--- config.mk ---
export PLATFORM = sky130hd
export DESIGN_NAME = counter_updown_mod_nbit
export DESIGN_NICKNAME = d
export VERILOG_FILES = /design/src/rtl/counter_updown_mod_nbit.sv
export SDC_FILE = /design/constraint.sdc
export NUM_CORES = 1
export LEC_CHECK = 0
export ABC_CLOCK_PERIOD_IN_PS = 7500
export CAP_MARGIN = 40
export CORE_MARGIN = 2
export CORE_UTILIZATION = 45
export CTS_CLUSTER_SIZE = 14
export DETAILED_ROUTE_END_ITERATION = 16
export GPL_ROUTABILITY_DRIVEN = 0
export MAX_ROUTING_LAYER = met4
export PLACE_DENSITY = 0.74
export SYNTH_ARGS = -nofsm -noshare
export SYNTH_HDL_FRONTEND = slang
export SYNTH_SLANG_ARGS = --single-unit
--- constraint.sdc ---
create_clock -name clk -period 7.5 [get_ports clk]
set_input_delay 1.5 -clock clk [delete_from_list [all_inputs] [get_ports clk]]
set_output_delay 1.5 -clock clk [all_outputs]
set_load 0.02 [all_outputs]
--- src/rtl/counter_updown_mod_nbit.sv ---
// Up/down modulo counter: enable, programmable step and terminal value,
// wrap/saturate, tc pulse, sticky flags. Optional prescaler: COUNTER_PRESCALE_EN.
module counter_updown_mod_nbit #(
    parameter int CNT_WIDTH      = 8,
    parameter int STEP_WIDTH     = 4,
    parameter int PRESCALE_WIDTH = 4
) (
    input  logic                  clk,
    input  logic                  reset,
    input  logic                  en,
    input  logic                  load_en,
    input  logic [CNT_WIDTH-1:0]  counter_in,
    input  logic                  up_down,
    input  logic [STEP_WIDTH-1:0] step,
    input  logic [CNT_WIDTH-1:0]  max_val,
    input  logic                  sat_mode,
    input  logic                  flag_clr,
`ifdef COUNTER_PRESCALE_EN
    input  logic [PRESCALE_WIDTH-1:0] presc_div,
`endif
    output logic [CNT_WIDTH-1:0]  counter_out,
    output logic                  tc,
    output logic                  ovf_flag,
    output logic                  udf_flag,
    output logic                  at_max,
    output logic                  at_zero
);

    localparam int W1 = CNT_WIDTH + 1;
    localparam int SW = (STEP_WIDTH > W1) ? STEP_WIDTH : W1;

    logic [W1-1:0]        modulus;
    logic [W1-1:0]        cnt_x;
    logic [W1-1:0]        max_x;
    logic [W1-1:0]        s;
    logic [W1-1:0]        sum;
    logic [CNT_WIDTH-1:0] nxt;
    logic [CNT_WIDTH-1:0] load_val;
    logic                 evt;
    logic                 tick;
    logic                 step_now;

    assign max_x    = {1'b0, max_val};
    assign cnt_x    = {1'b0, counter_out};
    assign modulus  = max_x + 1'b1;
    // Clamp the step to one full lap so wrap arithmetic stays in range.
    assign s        = (SW'(step) > SW'(modulus)) ? modulus : W1'(step);
    assign sum      = cnt_x + s;
    assign load_val = (counter_in > max_val) ? max_val : counter_in;

    assign at_max  = (counter_out == max_val);
    assign at_zero = (counter_out == '0);

`ifdef COUNTER_PRESCALE_EN
    logic [PRESCALE_WIDTH-1:0] presc;

    assign tick = en && (presc == presc_div);

    always_ff @(posedge clk) begin
        if (reset) begin
            presc <= '0;
        end else if (load_en) begin
            presc <= '0;
        end else if (en) begin
            presc <= (presc == presc_div) ? '0 : presc + 1'b1;
        end
    end
`else
    assign tick = en;
`endif

    always_comb begin
        nxt = counter_out;
        evt = 1'b0;
        if (counter_out > max_val) begin
            nxt = up_down ? '0 : max_val;
        end else if (s == '0) begin
            nxt = counter_out;
        end else if (up_down) begin
            if (sum > max_x) begin
                evt = 1'b1;
                nxt = sat_mode ? max_val : CNT_WIDTH'(sum - modulus);
            end else begin
                nxt = CNT_WIDTH'(sum);
            end
        end else begin
            if (s <= cnt_x) begin
                nxt = CNT_WIDTH'(cnt_x - s);
            end else begin
                evt = 1'b1;
                nxt = sat_mode ? '0 : CNT_WIDTH'(cnt_x + modulus - s);
            end
        end
    end

    assign step_now = tick && !load_en;

    always_ff @(posedge clk) begin
        if (reset) begin
            counter_out <= '0;
            tc          <= 1'b0;
            ovf_flag    <= 1'b0;
            udf_flag    <= 1'b0;
        end else begin
            tc <= 1'b0;
            if (load_en) begin
                counter_out <= load_val;
            end else if (tick) begin
                counter_out <= nxt;
                tc          <= evt;
            end
            // A new event outranks a simultaneous clear.
            if (step_now && evt && up_down) begin
                ovf_flag <= 1'b1;
            end else if (flag_clr) begin
                ovf_flag <= 1'b0;
            end
            if (step_now && evt && !up_down) begin
                udf_flag <= 1'b1;
            end else if (flag_clr) begin
                udf_flag <= 1'b0;
            end
        end
    end

endmodule

==> flow_summary.ini, run 1 <==
[logic_synthesis]
synthTopCellsByArea = ha_1 (21%), a21oi_1 (6.5%), dfxtp_1 (6.0%), inv_1 (5.6%), fa_1 (5.4%)
synth-simple-area-share_pct = 19.79
synth-compound-area-share_pct = 29.45
synth-edff-count = 0
ys_ff_latch = 11
yosysWarnings = 0
synth_area_per_cell_um2 = 7.629
syn_inst = 484
yosysTopAreaCellShare_pct = 21.35
synth_area_um2 = 3692
synth_cell_types = 79
synth_fa_ha_area_share_pct = 27.89
synthMuxAreaShare_pct = 1.457
synth_largest_area_cell = ha_1
synth_async_sr_flop_share_pct = 0
synthFlopType = dfxtp_1
synth_top_family_by_area = compound AO/OA/AOI/OAI gates
yosysSeqAreaShare_pct = 5.964
synth_xor_area_share_pct = 7.625

[placed_design]
dp_hpwl_um = 9918
place_area_um2 = 4338
port_buffers = 39
dp_cells = 647

[global_routing]
grt_use_total_pct = 27.58
grt_overflow_total = 0
grt_pass1_vias = 3761
grt_max_degree = 19
antenna_found_initial = 0
grt_pass1_wl_um = 18760

[run]
maxCapViolCount = 0

[setup_path]
worstPathArrival_ns = 7.36
start_kind = input port
worstPathMaxFanout = 7
cp-end-kind = flop
path_class = input port to flop
crit_path_max_incr_delay_ns = 0.55
required_ns = 7.61
critical_path.slowest_cell = or4_1

[finish]
drive_above_1_share_pct = 10.02
finalNonFillerCells = 654
syn_to_final_growth_pct = 20.57
nets = 650
ff_latch_area_um2 = 220.2
fin_area_um2 = 4452
fill_cells = 774
multi_input_area_um2 = 3288
num_antenna_cells = 0
fin_util_pct = 55.01

[clock_tree]
clock_sinks = 11
tritoncts = done
clk_pin_slew_ns = 0.06
clock_latency_ns = 0.24
cts-root-buf = clkbuf_8
cts_buffer_depth = 2
cts_max_level = 1
cts_buffers = 3

[sta]
min_period_ns = 7.244
tightestPinTransition_ns = 0.7544
slew_headroom_pct = 49.55
final_max_slew_viol_count = 0
hold-worst-slack_ns = 0.4773
final_hold_viol_count = 0
fin_skew_ns = 0.002219
fmax_mhz = 138.1
fin_setup_tns_ns = 0
setup_viol = 0
fin_crit_sh_pct = 96.58

[detailed_routing]
wl_um = 12000
drt-pass1-iter-count = 6
ant_nets = 0
first_iter_violations = 434
post_drt_wl_per_cell_um = 18.34
drc = 0
num_vias = 4006
vias_per_cell = 6.125

[power]
leakagePower_nw = 1.953
ir_drop_mv = 0.08903
power_density_nw_per_um2 = 246.7

[die]
num_rows = 33
io_pins = 40
start_util_pct = 45.62
core_um2 = 8093
die_w_um = 94.58
design.die.area_um2 = 8945
die_h_um = 94.58

[status]
status = finished clean

[hold_path]
hold_path.class = flop to flop
## stage by stage
stage | power (mW) | worst slack (ns)
floorplan | 0.7309 | 0.4813
global placement | 0.9615 | 0.1557
detailed placement | 0.9822 | -0.02722
CTS | 1.048 | 0.1788
global route | 1.184 | -0.03273
finish | 1.098 | 0.2563
## cell type report
class	instances	share of cell area, %
multi-input combinational	417	73.86
timing repair buffer	61	12.48
sequential	11	4.947
inverter	56	4.722
tap	105	2.951
clock buffer	3	0.9275
clock inverter	1	0.1124
## cells in the mapped netlist, drive strengths merged (9+ instances only)
cell type  count
dfxtp         11
inv           55
nor3          16
a21oi         48
xnor2         22
ha            63
o211ai        12
nand2         24
nand3         14
fa            10
a21o           9
o21ai         19
nor2          37
## cell usage in the layout, fill, tap and decap left out, drive strengths merged, types with 3 or more instances in the layout
| cell type | n |
|---|---|
| a2111oi | 4 |
| a211oi | 4 |
| a21o | 9 |
| a21oi | 48 |
| a31oi | 3 |
| buf | 22 |
| clkbuf | 3 |
| clkdlybuf4s50 | 39 |
| conb | 16 |
| dfxtp | 11 |
| fa | 10 |
| ha | 63 |
| inv | 55 |
| maj3 | 4 |
| mux2 | 3 |
| nand2 | 24 |
| nand2b | 6 |
| nand3 | 14 |
| nand4 | 8 |
| nor2 | 37 |
| nor2b | 5 |
| nor3 | 16 |
| nor3b | 4 |
| nor4 | 3 |
| o2111ai | 7 |
| o211a | 3 |
| o211ai | 12 |
| o21a | 4 |
| o21ai | 19 |
| o221ai | 3 |
| o31ai | 3 |
| or2 | 5 |
| or4 | 3 |
| xnor2 | 22 |
| xor2 | 8 |
## power by group
group / total [mW] / switching [mW] / internal, mW
combinational: 0.942 / 0.531 / 0.411
clock: 0.0621 / 0.0254 / 0.0367
sequential: 0.0941 / 0.0244 / 0.0698
total: 1.10 / 0.581 / 0.517
## logic make-up after synthesis
kind of cell	after synthesis
compound gates	150
xor+xnor	30
fa+ha+maj	77
buf+inv	70
flops	11
mux	5
other cells	2
simple gates	139
## flip-flops by register name, indices dropped and copies added (netlist names)
register	cells
ovf_flag	1
udf_flag	1
tc	1
counter_out	8
## path summary, 6_finish.rpt
check | startpoint | to | slack, ns | depth (start not counted)
max | max_val[0] | counter_out[1] | 0.26 | 27
min | udf_flag | udf_flag | 0.48 | 1
max reg2reg | counter_out[1] | counter_out[1] | 3.00 | 15
min reg2reg | udf_flag | udf_flag | 0.48 | 1
## routing by layer
metal	up-vias	global-route usage, %	part of all wire (%)
met1	1851	35.79	43
met5	-	-	0
met2	210	43.69	45
met4	0	9.300	3.6
li1	1903	-	-
met3	42	4.549	7.6
## worst max-delay path: cells and delay by family
family,cells,cell delay [ns]
adders and majority gates,5,1.55
buffers and inverters,6,0.95
AOI/OAI and AO/OA,10,1.74
and+or+nand+nor,5,1.45
muxes,1,0.18
## timing repair
action	in CTS	in global routing
setup endpoints to repair	0	5
setup buffers	0	3
resized for setup	0	10
hold buffers	0	0
Power figures use the tool's default switching activity.
==> run 2: changes to the inputs <==
--- a/config.mk
+++ b/config.mk
@@ -5,13 +5,13 @@
 export SDC_FILE = /design/constraint.sdc
 export NUM_CORES = 1
 export LEC_CHECK = 0
-export ABC_CLOCK_PERIOD_IN_PS = 7500
 export CAP_MARGIN = 40
 export CORE_MARGIN = 2
 export CORE_UTILIZATION = 45
 export CTS_CLUSTER_SIZE = 14
 export DETAILED_ROUTE_END_ITERATION = 16
 export GPL_ROUTABILITY_DRIVEN = 0
+export GPL_TIMING_DRIVEN = 0
 export MAX_ROUTING_LAYER = met4
 export PLACE_DENSITY = 0.74
 export SYNTH_ARGS = -nofsm -noshare
==> run 2 against run 1 <==
Flip-flop and latch count did not move; via count shrank 2.4%; cell area decreased by 1.7%; first-iteration DRC count increased by 25%; sequential power about the same; worst setup slack got worse by 0.021 ns; power fell by 0.24%; wire length fell by 2.6%; cell count fell by 1.1%; clock power is 0.8% lower; register-to-register slack improved by 0.03 ns; critical path depth decreased by 5; critical path type unchanged; largest power group unchanged.
==> flow_summary.ini, run 2 (same netlist as run 1, synthesis figures left out) <==
[status]
status = finished clean

[die]
core_um2 = 8093
io_pins = 40
design.die.area_um2 = 8945
die_w_um = 94.58
start_util_pct = 45.62
die_h_um = 94.58
num_rows = 33

[setup_path]
path_class = input port to flop
crit_path_cell_trace = clkdlybuf4s50_1 -> inv_1 -> xnor2_2 -> clkinv_2 -> a31oi_1 -> o21a_1 -> nor2_1 -> a21oi_1 -> ha_1 -> buf_6 -> o21ba_4 -> o2111ai_1 -> or4b_4 -> ha_1 -> inv_1 -> or4_1 -> o211a_4 -> nor2_4 -> mux2_2 -> a222oi_1 -> o31a_1 -> a311oi_1
required_ns = 7.61
start_kind = input port
crit_family = compound AO/OA/AOI/OAI gates
cp-end-kind = flop
crit_path_max_incr_delay_ns = 0.64
worstPathMaxFanout = 9
path_buf_inv = 5
worstPathArrival_ns = 7.38
critical_path.slowest_cell = clkdlybuf4s50_1

[sta]
tightestPinTransition_ns = 0.6245
setup_viol = 0
fin_ws_ns = 0.2348
rsz0062_at_grt = no
fin_crit_sh_pct = 96.87
fmax_mhz = 137.6
fin_skew_ns = 0.004595
final_max_slew_viol_count = 0
slew_headroom_pct = 58.22
min_period_ns = 7.265
final_hold_viol_count = 0

[finish]
regMostFlops = counter_out
finalNonFillerCells = 647
fin_area_um2 = 4377
final_cell_mix = ha_1 (61), inv_1 (55), a21oi_1 (48)
drive_above_1_share_pct = 9.594
final_common_cell = ha_1
nets = 643
num_antenna_cells = 0
syn_to_final_growth_pct = 18.54
largest_register_ffs = 8

[clock_tree]
cts_buffer_depth = 2
clock_sinks = 11
tritoncts = done
cts-root-buf = clkbuf_8
clk_pin_slew_ns = 0.05
cts_max_level = 1
cts_buffers = 3
clock_latency_ns = 0.25

[detailed_routing]
num_vias = 3911
drc = 0
first_iter_violations = 541
post_drt_wl_per_cell_um = 18.05
ant_nets = 0
vias_per_cell = 6.045
wl_um = 11680
drt-pass1-iter-count = 6

[global_routing]
grt_max_degree = 13
grt_pass1_wl_um = 18490
antenna_found_initial = 0
grt_use_total_pct = 27.41
grt_overflow_total = 0
grt_pass1_vias = 3636

[placed_design]
place_area_um2 = 4227
port_buffers = 35
dp_cells = 638
dp_hpwl_um = 9616
dp_slack_ns = -1.218

[hold_path]
hold_path.class = flop to flop

[run]
maxCapViolCount = 0

[power]
ir_drop_mv = 0.08288
power_density_nw_per_um2 = 250.3
leakagePower_nw = 1.904
## run 2: worst paths after layout
path | from | endpoint | slack (ns) | depth (start not counted)
worst min register to register | udf_flag | udf_flag | 0.48 | 1
worst max register to register | counter_out[3] | counter_out[7] | 3.03 | 14
worst min-delay path | udf_flag | udf_flag | 0.48 | 1
worst max-delay path | max_val[3] | counter_out[7] | 0.23 | 22
## run 2: layout make-up
type                    count  area, um^2
clock buffers               3       41.29
inverters                  56       211.5
multi-input cells         417        3314
clock inverters             1       5.005
flip-flops and latches     11       220.2
well taps                 105       131.4
plain buffers              13       67.56
repair buffers             41       385.4
fillers                   781        3716
## run 2: timing repair
action	CTS	global route
buffers inserted	5	1
gates resized for setup	13	11
setup endpoints to repair	11	8
pin swaps	3	5
endpoints found under the hold margin	0	0
hold buffers	0	0
## run 2: where the power goes
group	switching, mW	internal [mW]	total, mW
clock	0.0249	0.0367	0.0616
sequential	0.0246	0.0698	0.0944
combinational	0.529	0.410	0.940
total	0.579	0.517	1.10
## run 2: through the flow
step,hold WS [ns],power [mW],setup TNS [ns],util [%]
6_report,0.4780,1.096,0,54.08
5_1_grt,0.4901,1.188,0,54.08
4_1_cts,0.4872,1.052,0,53.54
3_5_place_dp,0.4774,0.9471,-9.943,52.23
3_3_place_gp,0.4727,0.9229,-8.602,52.23
2_1_floorplan,0.5950,0.7309,0,-
## run 2: routing by layer
metal / GRT usage (%) / up-vias / part of all wire, %
met5: - / - / 0
met4: 7.971 / 0 / 4.3
met3: 4.150 / 38 / 7.5
met2: 43.10 / 196 / 44
met1: 36.57 / 1796 / 44
li1: - / 1881 / -
